## src/rtl/neuron_layer_sched.sv

```systemverilog
// Layer-pass scheduler: fetches each neuron's weights, hands them to an
// external MAC, and collects one result per neuron into y_flat.
module neuron_layer_sched #(
   parameter int NUM_NEURONS = 4,
   parameter int NUM_INPUTS  = 8,
   parameter int X_W         = 8,
   parameter int W_W         = 8,
   parameter int B_W         = 32,
   parameter int OUT_W       = 16,
   parameter int TIMEOUT     = 255,
   localparam int AW = (NUM_NEURONS > 1) ? $clog2(NUM_NEURONS) : 1,
   localparam int TW = $clog2(TIMEOUT + 1)
) (
   input  logic                          clk,
   input  logic                          rst_n,
   input  logic                          start,
   input  logic                          abort,
   input  logic [NUM_INPUTS*X_W-1:0]     x_flat,
   input  logic [1:0]                    act_sel,
   input  logic [NUM_INPUTS-1:0]         mask_flat,
   output logic                          wmem_rd,
   output logic [AW-1:0]                 wmem_addr,
   input  logic [NUM_INPUTS*W_W-1:0]     wmem_w,
   input  logic [B_W-1:0]                wmem_bias,
   output logic                          mac_in_valid,
   input  logic                          mac_in_ready,
   output logic [NUM_INPUTS*X_W-1:0]     mac_x_flat,
   output logic [NUM_INPUTS*W_W-1:0]     mac_w_flat,
   output logic [B_W-1:0]                mac_bias,
   output logic [1:0]                    mac_act_sel,
   output logic [NUM_INPUTS-1:0]         mac_mask,
   input  logic                          mac_out_valid,
   input  logic signed [OUT_W-1:0]       mac_out_data,
   output logic [NUM_NEURONS*OUT_W-1:0]  y_flat,
   output logic                          done,
   output logic                          busy,
   output logic                          err
);

   typedef enum logic [2:0] {
      IDLE, FETCH, LOAD, ISSUE, WAIT, DONE
   } state_t;

   localparam logic [AW-1:0] LAST = AW'(NUM_NEURONS - 1);
   localparam logic [TW-1:0] TMAX = TW'(TIMEOUT - 1);

   state_t                       state_q, state_d;
   logic [AW-1:0]                idx_q, idx_d;
   logic [TW-1:0]                tmo_q, tmo_d;
   logic                         err_q, err_d;
   logic                         cap_en, ld_en, y_we;
   logic [NUM_INPUTS*X_W-1:0]    x_q;
   logic [1:0]                   act_q;
   logic [NUM_INPUTS-1:0]        mask_q;
   logic [NUM_INPUTS*W_W-1:0]    w_q;
   logic [B_W-1:0]               bias_q;
   logic [NUM_NEURONS*OUT_W-1:0] y_q, y_d;

   // Next-state and datapath enables; abort overrides every active state.
   always_comb begin
      state_d = state_q;
      idx_d   = idx_q;
      tmo_d   = tmo_q;
      err_d   = err_q;
      cap_en  = 1'b0;
      ld_en   = 1'b0;
      y_we    = 1'b0;
      unique case (state_q)
         IDLE: begin
            if (start && !abort) begin
               state_d = FETCH;
               idx_d   = '0;
               err_d   = 1'b0;
               cap_en  = 1'b1;
            end
         end
         FETCH: state_d = LOAD;
         LOAD: begin
            ld_en   = 1'b1;
            state_d = ISSUE;
         end
         ISSUE: begin
            if (mac_in_ready) begin
               state_d = WAIT;
               tmo_d   = '0;
            end
         end
         WAIT: begin
            if (mac_out_valid) begin
               y_we = 1'b1;
               if (idx_q == LAST) begin
                  state_d = DONE;
               end else begin
                  idx_d   = idx_q + AW'(1);
                  state_d = FETCH;
               end
            end else if (tmo_q == TMAX) begin
               err_d   = 1'b1;
               state_d = IDLE;
            end else begin
               tmo_d = tmo_q + TW'(1);
            end
         end
         DONE: state_d = IDLE;
         default: state_d = IDLE;
      endcase
      if (state_q != IDLE && abort) begin
         state_d = IDLE;
         ld_en   = 1'b0;
         y_we    = 1'b0;
      end
   end

   // Result slot write for the neuron currently in WAIT.
   always_comb begin
      y_d = y_q;
      for (int i = 0; i < NUM_NEURONS; i++) begin
         if (y_we && idx_q == AW'(i)) begin
            y_d[i*OUT_W +: OUT_W] = mac_out_data;
         end
      end
   end

   // Control state registers.
   always_ff @(posedge clk or negedge rst_n) begin
      if (!rst_n) begin
         state_q <= IDLE;
         idx_q   <= '0;
         tmo_q   <= '0;
         err_q   <= 1'b0;
      end else begin
         state_q <= state_d;
         idx_q   <= idx_d;
         tmo_q   <= tmo_d;
         err_q   <= err_d;
      end
   end

   // Layer operands, held for the whole pass.
   always_ff @(posedge clk or negedge rst_n) begin
      if (!rst_n) begin
         x_q    <= '0;
         act_q  <= '0;
         mask_q <= '0;
      end else if (cap_en) begin
         x_q    <= x_flat;
         act_q  <= act_sel;
         mask_q <= mask_flat;
      end
   end

   // Per-neuron weights and bias from the weight memory.
   always_ff @(posedge clk or negedge rst_n) begin
      if (!rst_n) begin
         w_q    <= '0;
         bias_q <= '0;
      end else if (ld_en) begin
         w_q    <= wmem_w;
         bias_q <= wmem_bias;
      end
   end

   // Result slots; only WAIT writes change them.
   always_ff @(posedge clk or negedge rst_n) begin
      if (!rst_n) begin
         y_q <= '0;
      end else begin
         y_q <= y_d;
      end
   end

   assign wmem_rd      = (state_q == FETCH);
   assign wmem_addr    = idx_q;
   assign mac_in_valid = (state_q == ISSUE);
   assign mac_x_flat   = x_q;
   assign mac_w_flat   = w_q;
   assign mac_bias     = bias_q;
   assign mac_act_sel  = act_q;
   assign mac_mask     = mask_q;
   assign y_flat       = y_q;
   assign done         = (state_q == DONE);
   assign busy         = (state_q != IDLE);
   assign err          = err_q;

endmodule

```

## config.mk

```make
export PLATFORM = sky130hd
export DESIGN_NAME = neuron_layer_sched
export DESIGN_NICKNAME = d
export VERILOG_FILES = /design/src/rtl/neuron_layer_sched.sv
export SDC_FILE = /design/constraint.sdc
export NUM_CORES = 1
export LEC_CHECK = 0
export BUFFER_PORTS_ARGS = -buffer_cell sky130_fd_sc_hd__buf_2
export CAP_MARGIN = 20
export CORE_UTILIZATION = 26
export CTS_CLUSTER_SIZE = 12
export DETAILED_ROUTE_END_ITERATION = 12
export HOLD_SLACK_MARGIN = 0.05
export PLACE_DENSITY = 0.51
export SLEW_MARGIN = 20
export SYNTH_ARGS = -nofsm -noshare
export SYNTH_HDL_FRONTEND = slang
export SYNTH_SLANG_ARGS = --single-unit
```

## constraint.sdc

```tcl
create_clock -name clk -period 1.8 [get_ports clk]
set_input_delay 0.18 -clock clk [delete_from_list [all_inputs] [get_ports clk]]
set_output_delay 0.18 -clock clk [all_outputs]
set_load 0.01 [all_outputs]
```

==> results.rst, run 1 <==
.. list-table::
   :header-rows: 1

   * - Metric
     - Value
   * - Count of maximum capacitance violations
     - 0
   * - Number of library cell types mapped by synthesis
     - 37
   * - Total standard cell area after synthesis
     - 0.009575 mm²
   * - Placed Area
     - 0.01256 mm²
   * - Cells on worst reg2reg path
     - 5
   * - Effective utilization at floorplan
     - between 20% and 30%
   * - CTS tree
     - built
   * - Ratio of routed vias to standard cells
     - approximately 4.3
   * - IO Pins
     - between 400 and 500
   * - Worst vdd rail ir drop
     - between 0.0009 and 0.001 V
   * - Post-Route Setup TNS
     - 0 ps
   * - Vias in the first global route
     - slightly below 8000
   * - Die Area
     - approximately 0.038 mm²
   * - Number of warnings printed during yosys synthesis
     - 0
   * - NumNets Final
     - 1446
   * - Max Clock Freq
     - 577.2 MHz
   * - Share of flip-flops with an asynchronous set or reset
     - 100.0%
   * - Floorplan die width
     - 193.9 µm
   * - Number of buffers on the longest clock path
     - 3
   * - Clk_skew
     - roughly 9.0 ps
   * - Port Buf Inserts
     - around 430
   * - Data arrival time of the critical path
     - between 2000 and 2500 ps
   * - Worst setup path category
     - reg -> reg
   * - Layout cells sized above 1
     - between 60 and 70%
   * - Worst slew margin
     - 75.23%
   * - Root Buffer
     - sky130_fd_sc_hd__clkbuf_16
   * - Synth-to-layout area growth
     - 61.03%
   * - Capturing element type of the critical path
     - flop
   * - Post-route minimum period
     - approximately 1700 ps
   * - Remaining DRCs
     - 0
   * - Standard-cell rows
     - roughly 70
   * - H-Tree Depth
     - 1
   * - HPWL after detailed placement
     - approximately 18 mm
   * - Vias
     - 7376
   * - Clock latency reported for the late side of the worst-skew pair
     - approximately 550 ps
   * - Total GRT Usage
     - roughly 14%
   * - Final hold violation count
     - 0
   * - Seq/Total Area, Yosys
     - 64.81%
   * - Maximum number of pins on one net before global-route repair
     - 57
   * - Initial DRC count
     - about 150
   * - Setup repair after global routing missed its margin
     - yes
   * - DR WL/cell
     - between 15 and 20 µm
   * - GP Congestion
     - between 0.7 and 0.8
   * - Total of fill cells in the finished design
     - roughly 3400
   * - Share of the core filled with cells in the final layout
     - between 40% and 50%
   * - Global-route wire length before repair
     - between 40 and 50 mm
   * - Remaining antenna violation count after routing
     - 0
   * - Antenna violations before repair
     - 1
   * - Outcome
     - finished, final reports clean
   * - Static Leakage
     - 7.739 nW
   * - Final wirelength
     - 26.86 mm
   * - Final non-filler cell total
     - between 1500 and 2000
   * - Core area
     - 0.03591 mm²
   * - Required @ worst endpoint
     - around 2200 ps
   * - Die height
     - 193.9 µm
   * - Detailed Routing Iterations Pass 1
     - 6
   * - Synthesized instance count
     - a little under 600
   * - Clock transition at the registers of the reported paths
     - ~60 ps
   * - Placed insts
     - 1487
   * - Worst hold-check slack
     - 121.1 ps
   * - Top fanout value on the critical path
     - 16
   * - Final worst-path cycle share
     - between 90% and 100%
   * - CP startpoint kind
     - flop
   * - Count of state elements after synthesis
     - approximately 250
   * - Main synth FF type
     - sky130_fd_sc_hd__dfrtp_1
   * - Power density over the cells
     - between 1000 and 1500 mW/mm²
   * - Pins over their slew limit
     - 0
   * - Num CTS Buffers
     - 29
   * - Clock Sinks
     - around 250
   * - Hold WC Path Type
     - in -> async
   * - Average cell area after synthesis
     - around 16 µm²
   * - Slew of the pin with the lowest slew margin
     - between 300 and 400 ps
   * - Syn_nets
     - approximately 790
   * - Gr ovfl total
     - 0
   * - Layout Cell Area excl Fill
     - between 0.015 and 0.02 mm²
   * - Setup-failing EPs final
     - 0
   * - Number of synthesized flops with an enable pin
     - 0
-- final timing paths --
check	start	end	slack, ps
max in group asynchronous	rst_n	mac_bias[10]	1040
min in group clk	start	state_q[0]	290
max	state_q[2]	y_flat[53]	70
min reg2reg	y_flat[7]	y_flat[7]	500
min	rst_n	y_flat[45]	120
max reg2reg	state_q[2]	y_flat[53]	70
-- through the flow --
step,power [mW],setup slack [ps]
final,21.80,67.56
after global routing,23.09,-7.061
after CTS,22.10,30.38
after detailed placement,15.91,-16.89
after global placement,15.78,-46.04
after floorplan,12.53,1.287
-- sequential cells by signal (all words and copies together), names as in the netlist --
register     cells
mac_mask         8
mac_x_flat      64
err              1
wmem_addr        2
mac_bias        32
mac_w_flat      64
state_q          3
mac_act_sel      2
y_flat          64
tmo_q            8
-- synthesized netlist by cell type (3+ instances only) --
library cell / count / area [µm²]
sky130_fd_sc_hd__dfrtp_1: 248 / 6206
sky130_fd_sc_hd__a21oi_1: 13 / 65.06
sky130_fd_sc_hd__nor2_1: 3 / 11.26
sky130_fd_sc_hd__buf_4: 5 / 37.54
sky130_fd_sc_hd__buf_2: 16 / 80.08
sky130_fd_sc_hd__nand2_1: 5 / 18.77
sky130_fd_sc_hd__nand2b_1: 3 / 18.77
sky130_fd_sc_hd__o21a_1: 5 / 37.54
sky130_fd_sc_hd__and3_1: 4 / 25.02
sky130_fd_sc_hd__nand2_2: 4 / 25.02
sky130_fd_sc_hd__mux2_2: 235 / 2646
sky130_fd_sc_hd__buf_6: 5 / 56.30
sky130_fd_sc_hd__inv_1: 5 / 18.77
sky130_fd_sc_hd__ha_1: 6 / 75.07
sky130_fd_sc_hd__a31o_2: 3 / 26.28
-- logic make-up (layout without fill, tap and decap cells) --
kind of cell / Yosys count / after routing / synth area share [%]
simple gates: 34 / 34 / 2.300
fa+ha+maj: 6 / 6 / 0.7840
flops: 248 / 248 / 64.81
buf+inv: 31 / 713 / 2.012
compound gates: 34 / 34 / 2.352
mux: 236 / 236 / 27.74
other cells: 0 / 2 / 0
-- power breakdown --
| group | total (mW) | internal (mW) | switching, mW | leakage (nW) |
|---|---|---|---|---|
| clock network | 5.67 | 3.32 | 2.35 | 0.456 |
| logic | 7.36 | 3.97 | 3.39 | 4.18 |
| registers | 8.78 | 7.73 | 1.05 | 3.11 |
-- cells in the final DEF (no fill, tap or decap), types with 3 or more instances in the layout --
master                          count
sky130_fd_sc_hd__nand2_2            4
sky130_fd_sc_hd__buf_12            12
sky130_fd_sc_hd__nor2_1             3
sky130_fd_sc_hd__buf_2            431
sky130_fd_sc_hd__nand2b_1           3
sky130_fd_sc_hd__a31o_2             3
sky130_fd_sc_hd__ha_1               6
sky130_fd_sc_hd__clkbuf_8           5
sky130_fd_sc_hd__and3_1             3
sky130_fd_sc_hd__clkbuf_16         29
sky130_fd_sc_hd__dfrtp_1          247
sky130_fd_sc_hd__dlygate4sd3_1    190
sky130_fd_sc_hd__nand2_1            5
sky130_fd_sc_hd__buf_4             19
sky130_fd_sc_hd__clkbuf_1           7
sky130_fd_sc_hd__o21a_1             4
sky130_fd_sc_hd__inv_1              4
sky130_fd_sc_hd__clkinv_2           7
sky130_fd_sc_hd__a21oi_1           13
sky130_fd_sc_hd__mux2_2           235
-- repair_timing --
action | in CTS | in global routing
gates resized for setup | 3 | 4
setup buffers | 0 | 1
hold endpoints to repair | 487 | 0
endpoints found under the setup margin | 2 | 55
hold buffers | 190 | 0
-- layer usage --
layer	global-route usage, %	up-vias	part of all wire [%]
li1	-	3433	-
met1	16.47	3634	40
met2	25.26	256	51
met3	3.009	53	5.7
met4	4.703	0	3.3
met5	0	-	0
-- cell type report --
| class | count | area, µm² | share of cell area [%] |
|---|---|---|---|
| diodes | 2 | 5.005 | 0.03246 |
| clock buffers | 41 | 820.8 | 5.323 |
| clock inverters | 13 | 106.4 | 0.6897 |
| inverters | 5 | 18.77 | 0.1217 |
| multi-input cells | 310 | 3201 | 20.76 |
| flip-flops and latches | 248 | 6207 | 40.25 |
| well taps | 461 | 576.8 | 3.741 |
| repair buffers | 654 | 4484 | 29.08 |
-- worst max-delay path, stage by stage (launching register included) --
cell and delay [ps]:
sky130_fd_sc_hd__dfrtp_1 440, sky130_fd_sc_hd__or3b_1 480, sky130_fd_sc_hd__nor2_8 150, sky130_fd_sc_hd__nand2_2 90, sky130_fd_sc_hd__buf_12 170, sky130_fd_sc_hd__mux2_2 280
Power figures use the tool's default switching activity.
==> run 2, diff against run 1 <==
SETUP_SLACK_MARGIN = 0.5   (was unset)
==> results.rst, run 2 (synthesis gave the netlist of run 1 again) <==
.. list-table::
   :header-rows: 1

   * - Metric
     - Value
   * - Num CTS Buffers
     - 29 (unchanged)
   * - Static Leakage
     - 7.924 nW (+2.4%)
   * - Clk_skew
     - 13.20 ps (+4.194 ps)
   * - Setup-failing EPs final
     - 0 (unchanged)
   * - Worst setup path category
     - reg -> reg
   * - Effective utilization at floorplan
     - 26.66% (unchanged)
   * - Capturing element type of the critical path
     - flop
   * - Final hold violation count
     - 0 (unchanged)
   * - Most congested layer reported by global routing
     - met2
   * - Port Buf Inserts
     - 432 (unchanged)
   * - Count of maximum capacitance violations
     - 0 (unchanged)
   * - DR WL/cell
     - 16.33 µm (+5.4%)
   * - Floorplan die width
     - 193.9 µm (unchanged)
   * - Ratio of routed vias to standard cells
     - 4.268 (+0.34%)
   * - Critical Path, Cell by Cell
     - buf_4 > nor2_4 > nand2_4 > or2_4 > clkbuf_16 > mux2_2
   * - Detailed Routing Iterations Pass 1
     - 4 (-2)
   * - Met1 layer usage reported by global route
     - 16.82% (+0.34 points)
   * - Number of buffers on the longest clock path
     - 3 (unchanged)
   * - Clock transition at the registers of the reported paths
     - 60 ps (about the same)
   * - Count of cell instances traversed by the critical path
     - 6 (+1)
   * - Largest stage delay, worst path
     - 420 ps (-60 ps)
   * - ANT cells
     - 0 (-2)
   * - Final worst-path cycle share
     - 96.35% (+0.11 points)
   * - Standard-cell rows
     - 69 (unchanged)
   * - Remaining antenna violation count after routing
     - 0 (unchanged)
   * - GP Congestion
     - 0.7539 (-0.97%)
   * - Worst slew margin
     - 67.77% (-7.5 points)
   * - Clock Sinks
     - 248 (unchanged)
   * - Cells on worst reg2reg path
     - 6 (+1)
   * - H-Tree Depth
     - 1 (unchanged)
   * - Destination of the critical timing path
     - mac_x_flat[45]
   * - Slew of the pin with the lowest slew margin
     - 483.4 ps (+111.9 ps)
   * - Global-route wire length before repair
     - 44.42 mm (+4.0%)
   * - Total GRT Usage
     - 14.69% (+0.67 points)
   * - Die Area
     - 0.03760 mm² (unchanged)
   * - Layout Cell Area excl Fill
     - 0.01590 mm² (+3.1%)
   * - Initial DRC count
     - 153 (+4.1%)
   * - Gr ovfl total
     - 0 (unchanged)
   * - Outcome
     - finished, final reports clean
   * - Hold depth
     - 3
   * - Antenna violations before repair
     - 0 (-1)
   * - Post-route total power
     - 22.33 mW (+2.4%)
   * - Remaining DRCs
     - 0 (unchanged)
   * - Cell at the slowest stage of the critical path
     - sky130_fd_sc_hd__dfrtp_1
   * - Worst vdd rail ir drop
     - 0.0008501 V (-8.1%)
   * - Number of buffers and inverters on the critical path
     - 2 (+1)
   * - Kind of cell adding the most delay to the critical path
     - simple AND/OR/NAND/NOR gates
   * - Synth-to-layout area growth
     - 66.09%
   * - Total of fill cells in the finished design
     - 3256 (-2.8%)
   * - Power density over the cells
     - 1404 mW/mm² (-0.72%)
   * - Placed Area
     - 0.01264 mm² (+0.66%)
   * - Hold WC Path Type
     - in -> reg
   * - Vias in the first global route
     - 8109 (+1.9%)
   * - Post-route minimum period
     - 1734 ps (+1.934 ps)
   * - Leading cell type in the layout, fill and taps excluded
     - sky130_fd_sc_hd__buf_2
   * - HPWL after detailed placement
     - 18.97 mm (+3.5%)
   * - Origin of the critical flop-to-flop path
     - state_q[1]
   * - Maximum number of pins on one net before global-route repair
     - 53 (-7.0%)
   * - Layout cells sized above 1
     - 61.71% (+1.6 points)
   * - Die height
     - 193.9 µm (unchanged)
   * - Required @ worst endpoint
     - 2220 ps (about the same)
   * - Data arrival time of the critical path
     - 2160 ps (about the same)
   * - IO Pins
     - 433 (unchanged)
   * - Final wirelength
     - 28.60 mm (+6.5%)
   * - Post-layout worst setup margin
     - 65.62 ps (-1.934 ps)
   * - Post-Route Setup TNS
     - 0 ps (unchanged)
   * - CTS tree
     - built
   * - Pins over their slew limit
     - 0 (unchanged)
   * - Top fanout value on the critical path
     - 8 (-8)
   * - Max Clock Freq
     - 576.6 MHz (-0.11%)
   * - CP startpoint kind
     - flop
   * - Worst-case setup slack after placement
     - 61.48 ps (+78.37 ps)
   * - M2 GR Usage
     - 27.29% (+2.0 points)
   * - Vias
     - 7474 (+1.3%)
   * - Clock latency reported for the late side of the worst-skew pair
     - 550 ps (about the same)
   * - Highest-count cells in the layout ignoring fill and taps
     - sky130_fd_sc_hd__buf_2, sky130_fd_sc_hd__dfrtp_1, sky130_fd_sc_hd__mux2_2, sky130_fd_sc_hd__dlygate4sd3_1, sky130_fd_sc_hd__clkbuf_16
   * - Root Buffer
     - sky130_fd_sc_hd__clkbuf_16
   * - Capturing point of the worst reg2reg path
     - mac_x_flat[45]
   * - Setup repair after global routing missed its margin
     - yes
   * - Routing usage on met3
     - 3.201% (+0.19 points)
   * - Beginning of the critical path
     - state_q[1]
   * - Worst-case register-to-register setup slack
     - 70 ps (about the same)
   * - Core area
     - 0.03591 mm² (unchanged)
   * - NumNets Final
     - 1467 (+1.5%)
-- run 2: cell type report --
| type | instances | area, µm² | area share, % |
|---|---|---|---|
| well taps | 461 | 576.8 | 3.627 |
| inverters | 5 | 21.27 | 0.1337 |
| flip-flops and latches | 248 | 6208 | 39.04 |
| multi-input cells | 311 | 3337 | 20.98 |
| repair buffers | 674 | 4861 | 30.56 |
| clock buffers | 47 | 843.3 | 5.302 |
| clock inverters | 5 | 56.30 | 0.3540 |
-- run 2: per-layer routing --
layer	part of all wire, %	vias to the layer above
li1	-	3468
met1	39	3719
met2	53	248
met3	5.7	39
met4	2.5	0
met5	0	-
-- run 2: report_power, final --
part / switching (mW) / internal [mW]
Sequential: 1.09 / 7.73
Clock: 2.30 / 3.32
Combinational: 3.58 / 4.31
Total: 6.96 / 15.4
-- run 2: tightest hold or removal path: cells and delay by family --
family          cells  cell delay (ps)
compound gates      1              150
buf+inv             1              170
simple gates        1               80
-- run 2: what timing repair did --
item,4_1_cts,5_1_grt
endpoints found under the setup margin,271,307
gates resized for setup,19,31
cloned,4,5
buffers inserted,7,5
pin swaps,4,12
hold buffers,189,0
endpoints found under the hold margin,464,0
-- run 2: per-stage QoR --
stage                     hold slack [ps]  utilization [%]  std cells
after floorplan                    -115.6                -        589
after global placement              162.1            35.19       1489
after detailed placement            159.8            35.19       1489
after CTS                           63.98            43.52       1741
after global routing                77.80            44.28       1751
final                               77.61            44.28       1751
-- run 2: worst min-delay path by stage --
stage / slack, ps / end / start
6_report: 80 / err / mac_out_valid
5_1_grt: 80 / err / mac_out_valid
4_1_cts: 60 / err / mac_out_valid
3_5_place_dp: 160 / y_flat[42] / rst_n
3_3_place_gp: 160 / y_flat[38] / rst_n
2_1_floorplan: -120 / err / rst_n
==> run 3, diff against run 2 <==
RECOVER_POWER = 100   (was unset)
==> results.rst, run 3 (synthesis gave the netlist of run 1 again) <==
.. list-table::
   :header-rows: 1

   * - Metric
     - Value
   * - Count of maximum capacitance violations
     - 0 (unchanged)
   * - End of the worst hold path
     - err
   * - Core area
     - 0.03591 mm² (unchanged)
   * - Required @ worst endpoint
     - 2230 ps (about the same)
   * - Clock Sinks
     - 248 (unchanged)
   * - Largest stage delay, worst path
     - 420 ps (about the same)
   * - H-Tree Depth
     - 1 (unchanged)
   * - Startpoint of the tightest hold check path
     - mac_out_valid
   * - Worst hold-check slack
     - 89.31 ps (+11.70 ps)
   * - Post-route minimum period
     - 1727 ps (-7.486 ps)
   * - Post-Route Setup TNS
     - 0 ps (unchanged)
   * - Power density over the cells
     - 1414 mW/mm² (+0.74%)
   * - Gr ovfl total
     - 0 (unchanged)
   * - Antenna violations before repair
     - 0 (unchanged)
   * - Initial DRC count
     - 147 (-3.9%)
   * - Die Area
     - 0.03760 mm² (unchanged)
   * - Pins over their slew limit
     - 0 (unchanged)
   * - Capturing point of the worst reg2reg path
     - mac_mask[1]
   * - Vias
     - 7490 (+0.21%)
   * - Outcome
     - finished, final reports clean
   * - Root Buffer
     - sky130_fd_sc_hd__clkbuf_16
   * - Worst-case register-to-register setup slack
     - 70 ps (about the same)
   * - Detailed Routing Iterations Pass 1
     - 4 (unchanged)
   * - Ratio of routed vias to standard cells
     - 4.278 (+0.21%)
   * - GP Congestion
     - 0.7539 (unchanged)
   * - Max Clock Freq
     - 579.1 MHz (+0.43%)
   * - Hold depth
     - 3 (unchanged)
   * - Vias in the first global route
     - 8109 (unchanged)
   * - Final wirelength
     - 28.67 mm (+0.23%)
   * - Origin of the critical flop-to-flop path
     - state_q[1]
   * - Top fanout value on the critical path
     - 8 (unchanged)
   * - Worst slew margin
     - 35.53% (-32 points)
   * - Final hold violation count
     - 0 (unchanged)
   * - Port Buf Inserts
     - 432 (unchanged)
   * - NumNets Final
     - 1467 (unchanged)
   * - Beginning of the critical path
     - state_q[1]
   * - Worst-case setup slack after placement
     - 61.48 ps (unchanged)
   * - Layout cells sized above 1
     - 43.02% (-19 points)
   * - Number of buffers on the longest clock path
     - 3 (unchanged)
   * - Total GRT Usage
     - 14.69% (unchanged)
   * - Post-layout worst setup margin
     - 73.11 ps (+7.486 ps)
   * - Capturing element type of the critical path
     - flop
   * - Remaining antenna violation count after routing
     - 0 (unchanged)
   * - Static Leakage
     - 6.995 nW (-12%)
   * - Global-route wire length before repair
     - 44.42 mm (unchanged)
   * - ANT cells
     - 0 (unchanged)
   * - Cell at the slowest stage of the critical path
     - sky130_fd_sc_hd__dfrtp_1
   * - Clk_skew
     - 14.86 ps (+1.662 ps)
   * - Floorplan die width
     - 193.9 µm (unchanged)
   * - HPWL after detailed placement
     - 18.97 mm (unchanged)
   * - Maximum number of pins on one net before global-route repair
     - 53 (unchanged)
   * - Standard-cell rows
     - 69 (unchanged)
   * - Setup repair after global routing missed its margin
     - yes
   * - Num CTS Buffers
     - 29 (unchanged)
   * - Cells on worst reg2reg path
     - 6 (unchanged)
   * - Clock latency reported for the late side of the worst-skew pair
     - 550 ps (about the same)
   * - CTS tree
     - built
   * - Effective utilization at floorplan
     - 26.66% (unchanged)
   * - Total of fill cells in the finished design
     - 3443 (+5.7%)
   * - DR WL/cell
     - 16.37 µm (+0.23%)
   * - Remaining DRCs
     - 0 (unchanged)
   * - Synth-to-layout area growth
     - 59.45%
   * - Clock transition at the registers of the reported paths
     - 60 ps (about the same)
   * - Setup-failing EPs final
     - 0 (unchanged)
   * - IO Pins
     - 433 (unchanged)
   * - Leading cell type in the layout, fill and taps excluded
     - sky130_fd_sc_hd__clkbuf_1
   * - Hold WC Path Type
     - in -> reg
   * - Slew of the pin with the lowest slew margin
     - 967.0 ps (+483.6 ps)
   * - Critical Path, Cell by Cell
     - buf_4 > nor2_4 > nand2_4 > or2_4 > clkbuf_4 > mux2_2
   * - Highest-count cells in the layout ignoring fill and taps
     - sky130_fd_sc_hd__clkbuf_1, sky130_fd_sc_hd__dfrtp_1, sky130_fd_sc_hd__mux2_2, sky130_fd_sc_hd__buf_2, sky130_fd_sc_hd__dlygate4sd3_1
   * - Die height
     - 193.9 µm (unchanged)
   * - Worst vdd rail ir drop
     - 0.0008203 V (-3.5%)
   * - CP startpoint kind
     - flop
   * - Final worst-path cycle share
     - 95.94% (-0.42 points)
   * - Worst setup path category
     - reg -> reg
   * - Data arrival time of the critical path
     - 2150 ps (about the same)
-- run 3: worst max path at each step --
stage               slack, ps  depth (start not counted)            to
finish                     70                          6   mac_mask[1]
global route                5                          6    y_flat[60]
CTS                        50                          6    y_flat[48]
detailed placement         60                          5   mac_bias[2]
global placement           90                          5  mac_bias[16]
floorplan                  50                          7    y_flat[53]
-- run 3: timing repair --
action                                  CTS  global route
setup buffers                             7             5
pin swaps                                 4            12
resized for setup                        19            31
hold buffers                            189             0
cloned                                    4             5
endpoints found under the hold margin   464             0
endpoints found under the setup margin  271           307
-- run 3: worst max-delay path: cells and delay by family (launching register included) --
| kind | cells | cell delay [ps] |
|---|---|---|
| buffers and inverters | 2 | 390 |
| DFF | 1 | 420 |
| muxes | 1 | 300 |
| and+or+nand+nor | 3 | 500 |
-- run 3: through the flow --
| step | power, mW | util [%] | instance area [µm²] | cells |
|---|---|---|---|---|
| 2_1_floorplan | 12.65 | - | 9696 | 589 |
| 3_3_place_gp | 15.92 | 35.19 | 12640 | 1489 |
| 3_5_place_dp | 16.08 | 35.19 | 12640 | 1489 |
| 4_1_cts | 22.38 | 43.52 | 15630 | 1741 |
| 5_1_grt | 22.85 | 42.51 | 15270 | 1751 |
| 6_report | 21.59 | 42.51 | 15270 | 1751 |
-- run 3: layout make-up --
cell class                 instances  area [µm²]  area share, %
inverter                           5       21.27         0.1393
multi-input combinational        311        3317          21.72
clock inverter                     5       56.30         0.3688
sequential                       248        6208          40.66
clock buffer                      47       843.3          5.523
timing repair buffer             674        4245          27.80
tap                              461       576.8          3.778
-- run 3: layer usage --
metal	GRT usage (%)	vias up	part of all wire, %
li1	-	3473	-
met1	16.82	3732	39
met2	27.29	248	53
met3	3.201	37	5.4
met4	4.203	0	2.4
met5	0	-	0
-- run 3: where the power goes --
group	leakage, nW	total, mW	switching (mW)	internal (mW)
clock network	0.435	5.62	2.30	3.32
registers	3.10	8.89	1.15	7.74
logic	3.46	7.09	3.55	3.54
